===== config.mk =====
export PLATFORM = sky130hd
export DESIGN_NAME = pipeline_hazard_ctrl
export DESIGN_NICKNAME = d
export VERILOG_FILES = /design/src/rtl/pipeline_hazard_ctrl_pkg.sv /design/src/rtl/pipeline_hazard_ctrl_sat.sv /design/src/rtl/pipeline_hazard_ctrl.sv
export SDC_FILE = /design/constraint.sdc
export NUM_CORES = 1
export LEC_CHECK = 0
export BUFFER_PORTS_ARGS = -buffer_cell sky130_fd_sc_hd__clkbuf_2
export CORE_MARGIN = 8
export CORE_UTILIZATION = 40
export DETAILED_ROUTE_END_ITERATION = 10
export GPL_TIMING_DRIVEN = 0
export PLACE_DENSITY = 0.67
export RECOVER_POWER = 25
export SLEW_MARGIN = 10
export SYNTH_ARGS = -nofsm -noshare
export SYNTH_HDL_FRONTEND = slang
export SYNTH_SLANG_ARGS = --single-unit

===== constraint.sdc =====
create_clock -name CLK -period 2.7 [get_ports CLK]
set_input_delay 0.405 -clock CLK [delete_from_list [all_inputs] [get_ports CLK]]
set_output_delay 0.405 -clock CLK [all_outputs]
set_load 0.01 [all_outputs]

===== src/rtl/pipeline_hazard_ctrl_pkg.sv =====
// Shared types for the pipeline hazard controller.
package pipeline_hazard_ctrl_pkg;

    // Register specifier, same shape as cpu_types_pkg::regbits_t.
    typedef logic [4:0] regbits_t;

    // Register 0 is hardwired to zero and never creates a dependency.
    localparam regbits_t REG_ZERO = '0;

    // Controller FSM.
    typedef enum logic [1:0] {
        RUN   = 2'd0,
        DWAIT = 2'd1,
        HALT  = 2'd2
    } hzd_state_t;

endpackage


===== src/rtl/pipeline_hazard_ctrl_sat.sv =====
// Saturating up-counter. A clear restarts the count, and an inc in the same
// cycle counts as the first event of the new run.
module sat_counter #(
    parameter int W = 32
) (
    input  logic         CLK,
    input  logic         nRST,
    input  logic         clear,
    input  logic         inc,
    output logic [W-1:0] cnt
);

    // Count up and hold at all-ones.
    always_ff @(posedge CLK or negedge nRST) begin
        if (!nRST)
            cnt <= '0;
        else if (clear)
            cnt <= W'(inc);
        else if (inc && (cnt != '1))
            cnt <= cnt + W'(1);
    end

endmodule


===== src/rtl/pipeline_hazard_ctrl.sv =====
// Central stall/flush controller for the five-stage pipeline.
module pipeline_hazard_ctrl
    import pipeline_hazard_ctrl_pkg::*;
#(
    parameter int CNT_W     = 32,
    parameter int DWAIT_MAX = 1024
) (
    input  logic             CLK,
    input  logic             nRST,
    input  logic             ihit,
    input  logic             dhit,
    input  regbits_t         ifid_rs,
    input  regbits_t         ifid_rt,
    input  logic             ifid_uses_rt,
    input  logic             idex_dREN,
    input  regbits_t         idex_rt,
    input  logic             exmem_dREN,
    input  logic             exmem_dWEN,
    input  logic             ex_redirect,
    input  logic             halt_wb,
    output logic             pc_en,
    output logic             ifid_en,
    output logic             ifid_flush,
    output logic             idex_en,
    output logic             idex_flush,
    output logic             exmem_en,
    output logic             exmem_flush,
    output logic             memwb_en,
    output logic             memwb_flush,
    output logic             halted,
    output logic             mem_timeout,
    output logic [CNT_W-1:0] stall_cycles,
    output logic [CNT_W-1:0] flush_cycles
);

    localparam int WD_W = $clog2(DWAIT_MAX + 1);

    hzd_state_t      state, state_nxt;
    logic            mem_req;
    logic            wait_now;
    logic            load_use;
    logic            stall_inc;
    logic            flush_inc;
    logic            wd_clear;
    logic            wd_hit;
    logic [WD_W-1:0] wd_cnt;

    assign mem_req = exmem_dREN | exmem_dWEN;

    // A data access is outstanding: either a new unserved request in RUN, or
    // an earlier one still waiting in DWAIT.
    assign wait_now = ((state == RUN) && mem_req && !dhit) ||
                      ((state == DWAIT) && !dhit);

    assign load_use = idex_dREN && (idex_rt != REG_ZERO) &&
                      ((idex_rt == ifid_rs) || (ifid_uses_rt && (idex_rt == ifid_rt)));

    // Latch controls, highest-priority hazard first.
    always_comb begin
        pc_en       = 1'b1;
        ifid_en     = 1'b1;
        ifid_flush  = 1'b0;
        idex_en     = 1'b1;
        idex_flush  = 1'b0;
        exmem_en    = 1'b1;
        exmem_flush = 1'b0;
        memwb_en    = 1'b1;
        memwb_flush = 1'b0;
        if (!nRST) begin
            // Hold everything and keep bubbles at every latch input.
            pc_en       = 1'b0;
            ifid_en     = 1'b0;
            idex_en     = 1'b0;
            exmem_en    = 1'b0;
            memwb_en    = 1'b0;
            ifid_flush  = 1'b1;
            idex_flush  = 1'b1;
            exmem_flush = 1'b1;
            memwb_flush = 1'b1;
        end else if (state == HALT) begin
            pc_en    = 1'b0;
            ifid_en  = 1'b0;
            idex_en  = 1'b0;
            exmem_en = 1'b0;
            memwb_en = 1'b0;
        end else if (wait_now) begin
            // Freeze the front of the pipe; WB sees bubbles until memory answers.
            pc_en       = 1'b0;
            ifid_en     = 1'b0;
            idex_en     = 1'b0;
            exmem_en    = 1'b0;
            memwb_flush = 1'b1;
        end else if (ex_redirect) begin
            // Wrong-path IF/ID and ID/EX are dropped; a missed fetch is moot.
            ifid_flush = 1'b1;
            idex_flush = 1'b1;
        end else if (load_use) begin
            pc_en      = 1'b0;
            ifid_en    = 1'b0;
            idex_flush = 1'b1;
        end else if (!ihit) begin
            pc_en      = 1'b0;
            ifid_flush = 1'b1;
        end
    end

    // Next-state logic; halt overrides everything and only reset leaves HALT.
    always_comb begin
        state_nxt = state;
        case (state)
            RUN:     if (wait_now) state_nxt = DWAIT;
            DWAIT:   if (dhit)     state_nxt = RUN;
            HALT:    state_nxt = HALT;
            default: state_nxt = RUN;
        endcase
        if (halt_wb)
            state_nxt = HALT;
    end

    // State register.
    always_ff @(posedge CLK or negedge nRST) begin
        if (!nRST)
            state <= RUN;
        else
            state <= state_nxt;
    end

    assign halted = (state == HALT);

    assign stall_inc = !pc_en && (state != HALT);
    assign flush_inc = ex_redirect && (state != HALT) && !wait_now;

    sat_counter #(.W(CNT_W)) u_stall_cnt (
        .CLK   (CLK),
        .nRST  (nRST),
        .clear (1'b0),
        .inc   (stall_inc),
        .cnt   (stall_cycles)
    );

    sat_counter #(.W(CNT_W)) u_flush_cnt (
        .CLK   (CLK),
        .nRST  (nRST),
        .clear (1'b0),
        .inc   (flush_inc),
        .cnt   (flush_cycles)
    );

    // Watchdog counts every waiting cycle; it restarts on each new wait since
    // it is held clear whenever we are not already in DWAIT.
    assign wd_clear = (state != DWAIT);

    sat_counter #(.W(WD_W)) u_wd_cnt (
        .CLK   (CLK),
        .nRST  (nRST),
        .clear (wd_clear),
        .inc   (wait_now),
        .cnt   (wd_cnt)
    );

    // True in the wait cycle that brings the count up to DWAIT_MAX.
    assign wd_hit = wait_now &&
                    (wd_clear ? (DWAIT_MAX <= 1) : (wd_cnt >= WD_W'(DWAIT_MAX - 1)));

    // Sticky timeout flag; informational only.
    always_ff @(posedge CLK or negedge nRST) begin
        if (!nRST)
            mem_timeout <= 1'b0;
        else if (wd_hit)
            mem_timeout <= 1'b1;
    end

endmodule


==> impl_table.tex <==
\begin{tabular}{lr}
\hline
Metric & Value \\
\hline
\multicolumn{2}{l}{\textbf{Critical path}} \\
\quad Endpoint kind of the worst setup timing path & flip-flop \\
\quad Setup Crit Path Kind & flip-flop to flip-flop \\
\quad Worst Path Max Fanout & 10 \\
\quad Critical Path RT & about 2.9 ns \\
\quad Highest cell delay on the worst timing path & approximately 0.45 ns \\
\quad Worst path slowest cell & dfrtp\_1 \\
\quad Crit path arrival time & 2.70 ns \\
\quad Critical-path cell list & and4\_1, nand4\_1, or3\_1, clkbuf\_2, nor3\_2, buf\_2, nor4\_1, xor2\_1 \\
\quad Number of buffers and inverters on the critical path & 2 \\
\quad Largest delay contributor family on the critical path & simple AND/OR/NAND/NOR gates \\
\quad Kind of start point of the critical path & flip-flop \\
\multicolumn{2}{l}{\textbf{Yosys}} \\
\quad Synth top area cells & dfrtp\_1 (49\%), xor2\_1 (9.5\%), xnor2\_1 (7.1\%), nand3\_1 (3.4\%), nand2\_1 (3.3\%) \\
\quad Number of synthesized register bits & 78 \\
\quad Synthesized netlist net count & around 420 \\
\quad Distinct cells, synth & a little over 50 \\
\quad Fraction of the yosys area taken by sequential cells & between 40\% and 50\% \\
\quad Commonest register cell after synthesis & dfrtp\_1 \\
\quad Synthesized area & 3970 um\^{}2 \\
\quad Share of the synthesized area in the top cell type & around half \\
\quad Number of enable flip-flop cells after synthesis & 0 \\
\quad Synthesis Warnings & 0 \\
\quad Post-Syn Instances & around 390 \\
\quad Proportion of register bits with asynchronous set or reset after synthesis & 100\% \\
\quad Synth area leader & dfrtp\_1 \\
\quad Post-synthesis area per instance & slightly above 10 um\^{}2 \\
\multicolumn{2}{l}{\textbf{Drt}} \\
\quad Post-route ant nets & 0 \\
\quad Average wire per cell in the routed design & around 15 um \\
\quad Overall via count from detail\_route & between 3,000 and 4,000 \\
\quad Violation count after the first detailed-routing iteration & around 200 \\
\quad Detailed-routing iteration count for the pre-antenna-repair pass & 4 \\
\quad Post-detailed-route DRC marker count & 0 \\
\quad DR vias/cell & 5.17 \\
\quad Wire length reported by the detailed router & approximately 9.7 mm \\
\multicolumn{2}{l}{\textbf{Global routing}} \\
\quad Number of antenna violations at the first check in global routing & 0 \\
\quad Maximum number of pins on one net before global-route repair & 47 \\
\quad GR Util met1 & around a fifth \\
\quad First-pass GRT wire length & $\sim$16 mm \\
\quad Vias in the first global route & 3,378 \\
\quad Met3 usage & approximately 5.3\% \\
\quad Busiest layer in global routing & met2 \\
\quad Aggregate global routing overflow & 0 \\
\quad Aggregate global-route resource usage & about 15\% \\
\quad Met2 usage & between 20\% and 30\% \\
\multicolumn{2}{l}{\textbf{Timing}} \\
\quad Final Hold Vio Count & 0 \\
\quad Finish-stage setup viols & 0 \\
\quad Min setup slack post-route & 0.203 ns \\
\quad RSZ-0062 raised after global routing & no \\
\quad Total count of max-transition violations in the final report & 0 \\
\quad Transition time of the tightest slew-check pin & 1.14 ns \\
\quad Min Clock Period, post-route & between 2 and 2.5 ns \\
\quad Max-slew headroom & about 24\% \\
\quad Highest achievable clock rate & 0.400 GHz \\
\quad Clock Skews & approximately 0.011 ns \\
\quad Final critical-path share of the clock period & between 90 and 100\% \\
\quad Minimum hold slack & approximately 0.038 ns \\
\multicolumn{2}{l}{\textbf{Cells and area}} \\
\quad Layout fillers & around 910 \\
\quad Cell Count, Final, Fillers Out & about 640 \\
\quad Number of nets in the final layout & 530 \\
\quad Share of final-layout standard cells stronger than drive strength 1 & 26.3\% \\
\quad Area Overhead vs Synth & 22.9\% \\
\quad ANT cells & 0 \\
\multicolumn{2}{l}{\textbf{Power}} \\
\quad Power share of the sequential group & 51.2\% \\
\quad Cell Int Power & around 1.8 mW \\
\quad Switching share of total power & 21.4\% \\
\quad Pwr Density & between 400 and 500 nW/um\^{}2 \\
\quad Share of total power in the clock network & between 40\% and 50\% \\
\quad Net switching power & between 400 and 500 uW \\
\quad Combinational share of power & roughly 4.7\% \\
\quad Largest voltage drop on the vdd net & 0.250 mV \\
\quad Leakage Power & $\sim$2.4 nW \\
\multicolumn{2}{l}{\textbf{CTS}} \\
\quad Clock network latency to the later pin of the worst-skew pair & 0.34 ns \\
\quad Number of buffers added by the clock tree synthesis step & 9 \\
\quad H-tree depth & 3 \\
\quad Number of sinks driven by the clock tree & between 70 and 80 \\
\quad Post-CTS resize count & 0 \\
\quad CTS clk-pin slew, worst paths & roughly 0.080 ns \\
\quad Postcts setup bufs & 0 \\
\quad Clock tree from TritonCTS & built \\
\quad Clk buf depth & 2 \\
\quad Root buffer selected by CTS & clkbuf\_8 \\
\quad Count of hold-fix buffers inserted at cts & 0 \\
\multicolumn{2}{l}{\textbf{Place}} \\
\quad Placed Instances & between 600 and 700 \\
\quad Setup slack after placement & -0.0219 ns \\
\quad Final HPWL from detailed placement & 7.25 mm \\
\quad Placer's final routability congestion estimate & approximately 0.86 \\
\quad PortBufs & 99 \\
\multicolumn{2}{l}{\textbf{Die}} \\
\quad Initial standard-cell utilization of the core & around two fifths \\
\quad Vertical extent of the die & about 120 um \\
\quad Core Footprint & approximately 9700 um\^{}2 \\
\quad Site Rows & 36 \\
\quad Die footprint & roughly 13,000 um\^{}2 \\
\quad DIE WIDTH & around 120 um \\
\quad Number of top-level pins & 100 \\
\multicolumn{2}{l}{\textbf{Worst hold path}} \\
\quad Tightest Hold Check Type & input port to async pin \\
\multicolumn{2}{l}{\textbf{Outcome}} \\
\quad Run status & finished, final reports clean \\
\multicolumn{2}{l}{\textbf{Flow run}} \\
\quad Total of max-cap violations & 0 \\
\hline
\end{tabular}
cells in the mapped netlist, types with 2 or more instances:
master    instances
clkbuf_1          5
a31oi_1           3
and3_1            2
nand2b_1          6
nor2_1           32
xor2_1           43
o22ai_1           3
nor3b_1           2
nor4_1           13
nor3_1           19
ha_1              3
or3_1             5
and4_1            9
inv_1             8
nor2b_1           3
dfrtp_1          78
xnor2_1          32
nand4_1          15
nor4b_1           5
o211ai_1          2
nand2_1          35
o21ai_0           8
nand3_1          27
a21oi_1           4
o31ai_1           2
or4_1             2
worst paths after layout:
path | from | end | slack, ns | cells after the start
max in group asynchronous | nRST | u_flush_cnt.cnt[14]$_DFFE_PN0P_ | 1.17 | 2
max reg2reg | u_stall_cnt.cnt[2]$_DFFE_PN0P_ | u_stall_cnt.cnt[7]$_DFFE_PN0P_ | 0.20 | 8
min in group CLK | halt_wb | state[0]$_DFFE_PN0P_ | 0.22 | 2
min reg2reg | u_stall_cnt.cnt[5]$_DFFE_PN0P_ | u_stall_cnt.cnt[5]$_DFFE_PN0P_ | 0.49 | 1
max | u_stall_cnt.cnt[2]$_DFFE_PN0P_ | u_stall_cnt.cnt[7]$_DFFE_PN0P_ | 0.20 | 8
min | nRST | u_stall_cnt.cnt[22]$_DFFE_PN0P_ | 0.04 | 1
cells in the final DEF (no fill, tap or decap), types with 2 or more instances in the layout:
cell	netlist	layout
clkbuf_8	0	9
clkbuf_1	5	3
nand4_1	15	15
o22ai_1	3	3
o21ai_0	8	8
xor2_1	43	43
dfrtp_1	78	78
nor3_1	19	18
clkbuf_2	1	103
nor4b_1	5	5
a21oi_1	4	4
nand2b_1	6	6
o211ai_1	2	2
nor3b_1	2	2
bufinv_16	0	3
or3_1	5	5
nand3_1	27	27
nor4_1	13	13
a31oi_1	3	3
nor2b_1	3	3
and4_1	9	9
and3_1	2	2
xnor2_1	32	32
nor2_1	32	32
or4_1	2	2
ha_1	3	3
nand2_1	35	35
inv_1	8	8
cells by family (layout without fill, tap and decap cells):
family,Yosys count,count (layout),share of synthesized area (%)
simple gates,187,187,25.7
xor+xnor,75,75,16.6
fa+ha+maj,3,3,0.946
flops,78,78,49.2
mux,1,1,0.284
compound gates,31,31,5.68
buf+inv,16,130,1.67
registers in the layout, indices dropped and copies added (netlist names):
name,count
state,2
u_wd_cnt.cnt,11
mem_timeout,1
u_flush_cnt.cnt,32
u_stall_cnt.cnt,32
final cells by class:
type	count	area, um^2	area share, %
multi-input combinational	297	1960	40.2
sequential	78	1950	40.0
timing repair buffer	100	503	10.3
tap	133	166	3.41
clock buffer	10	128	2.62
clock inverter	4	97.6	2.00
buffer	8	40.0	0.821
inverter	8	30.0	0.616
metal layers:
metal	wire, um	up-vias	share of wire (%)
met2	4440	78	46
met3	694	7	7.2
li1	-	1605	-
met4	78	0	0.81
met5	0	-	0
met1	4470	1609	46
stage by stage:
stage	utilization, %	TNS [ns]	power (mW)	area (um^2)
2_1_floorplan	-	0	1.25	3970
3_3_place_gp	47.8	-29.10	1.32	4630
3_5_place_dp	48.1	-0.158	1.33	4660
4_1_cts	50.5	0	2.37	4890
5_1_grt	50.4	0	2.43	4880
6_report	50.4	0	2.33	4880
power by group through the flow:
stage                     clock network (mW)  logic, mW  registers (mW)
after CTS                               1.06      0.118            1.19
after global placement                     0      0.108            1.21
final                                   1.02      0.110            1.19
after global routing                    1.11      0.125            1.19
after detailed placement                   0      0.117            1.22
after floorplan                            0     0.0349            1.22
Note: power is estimated with default switching activity, not from simulation.
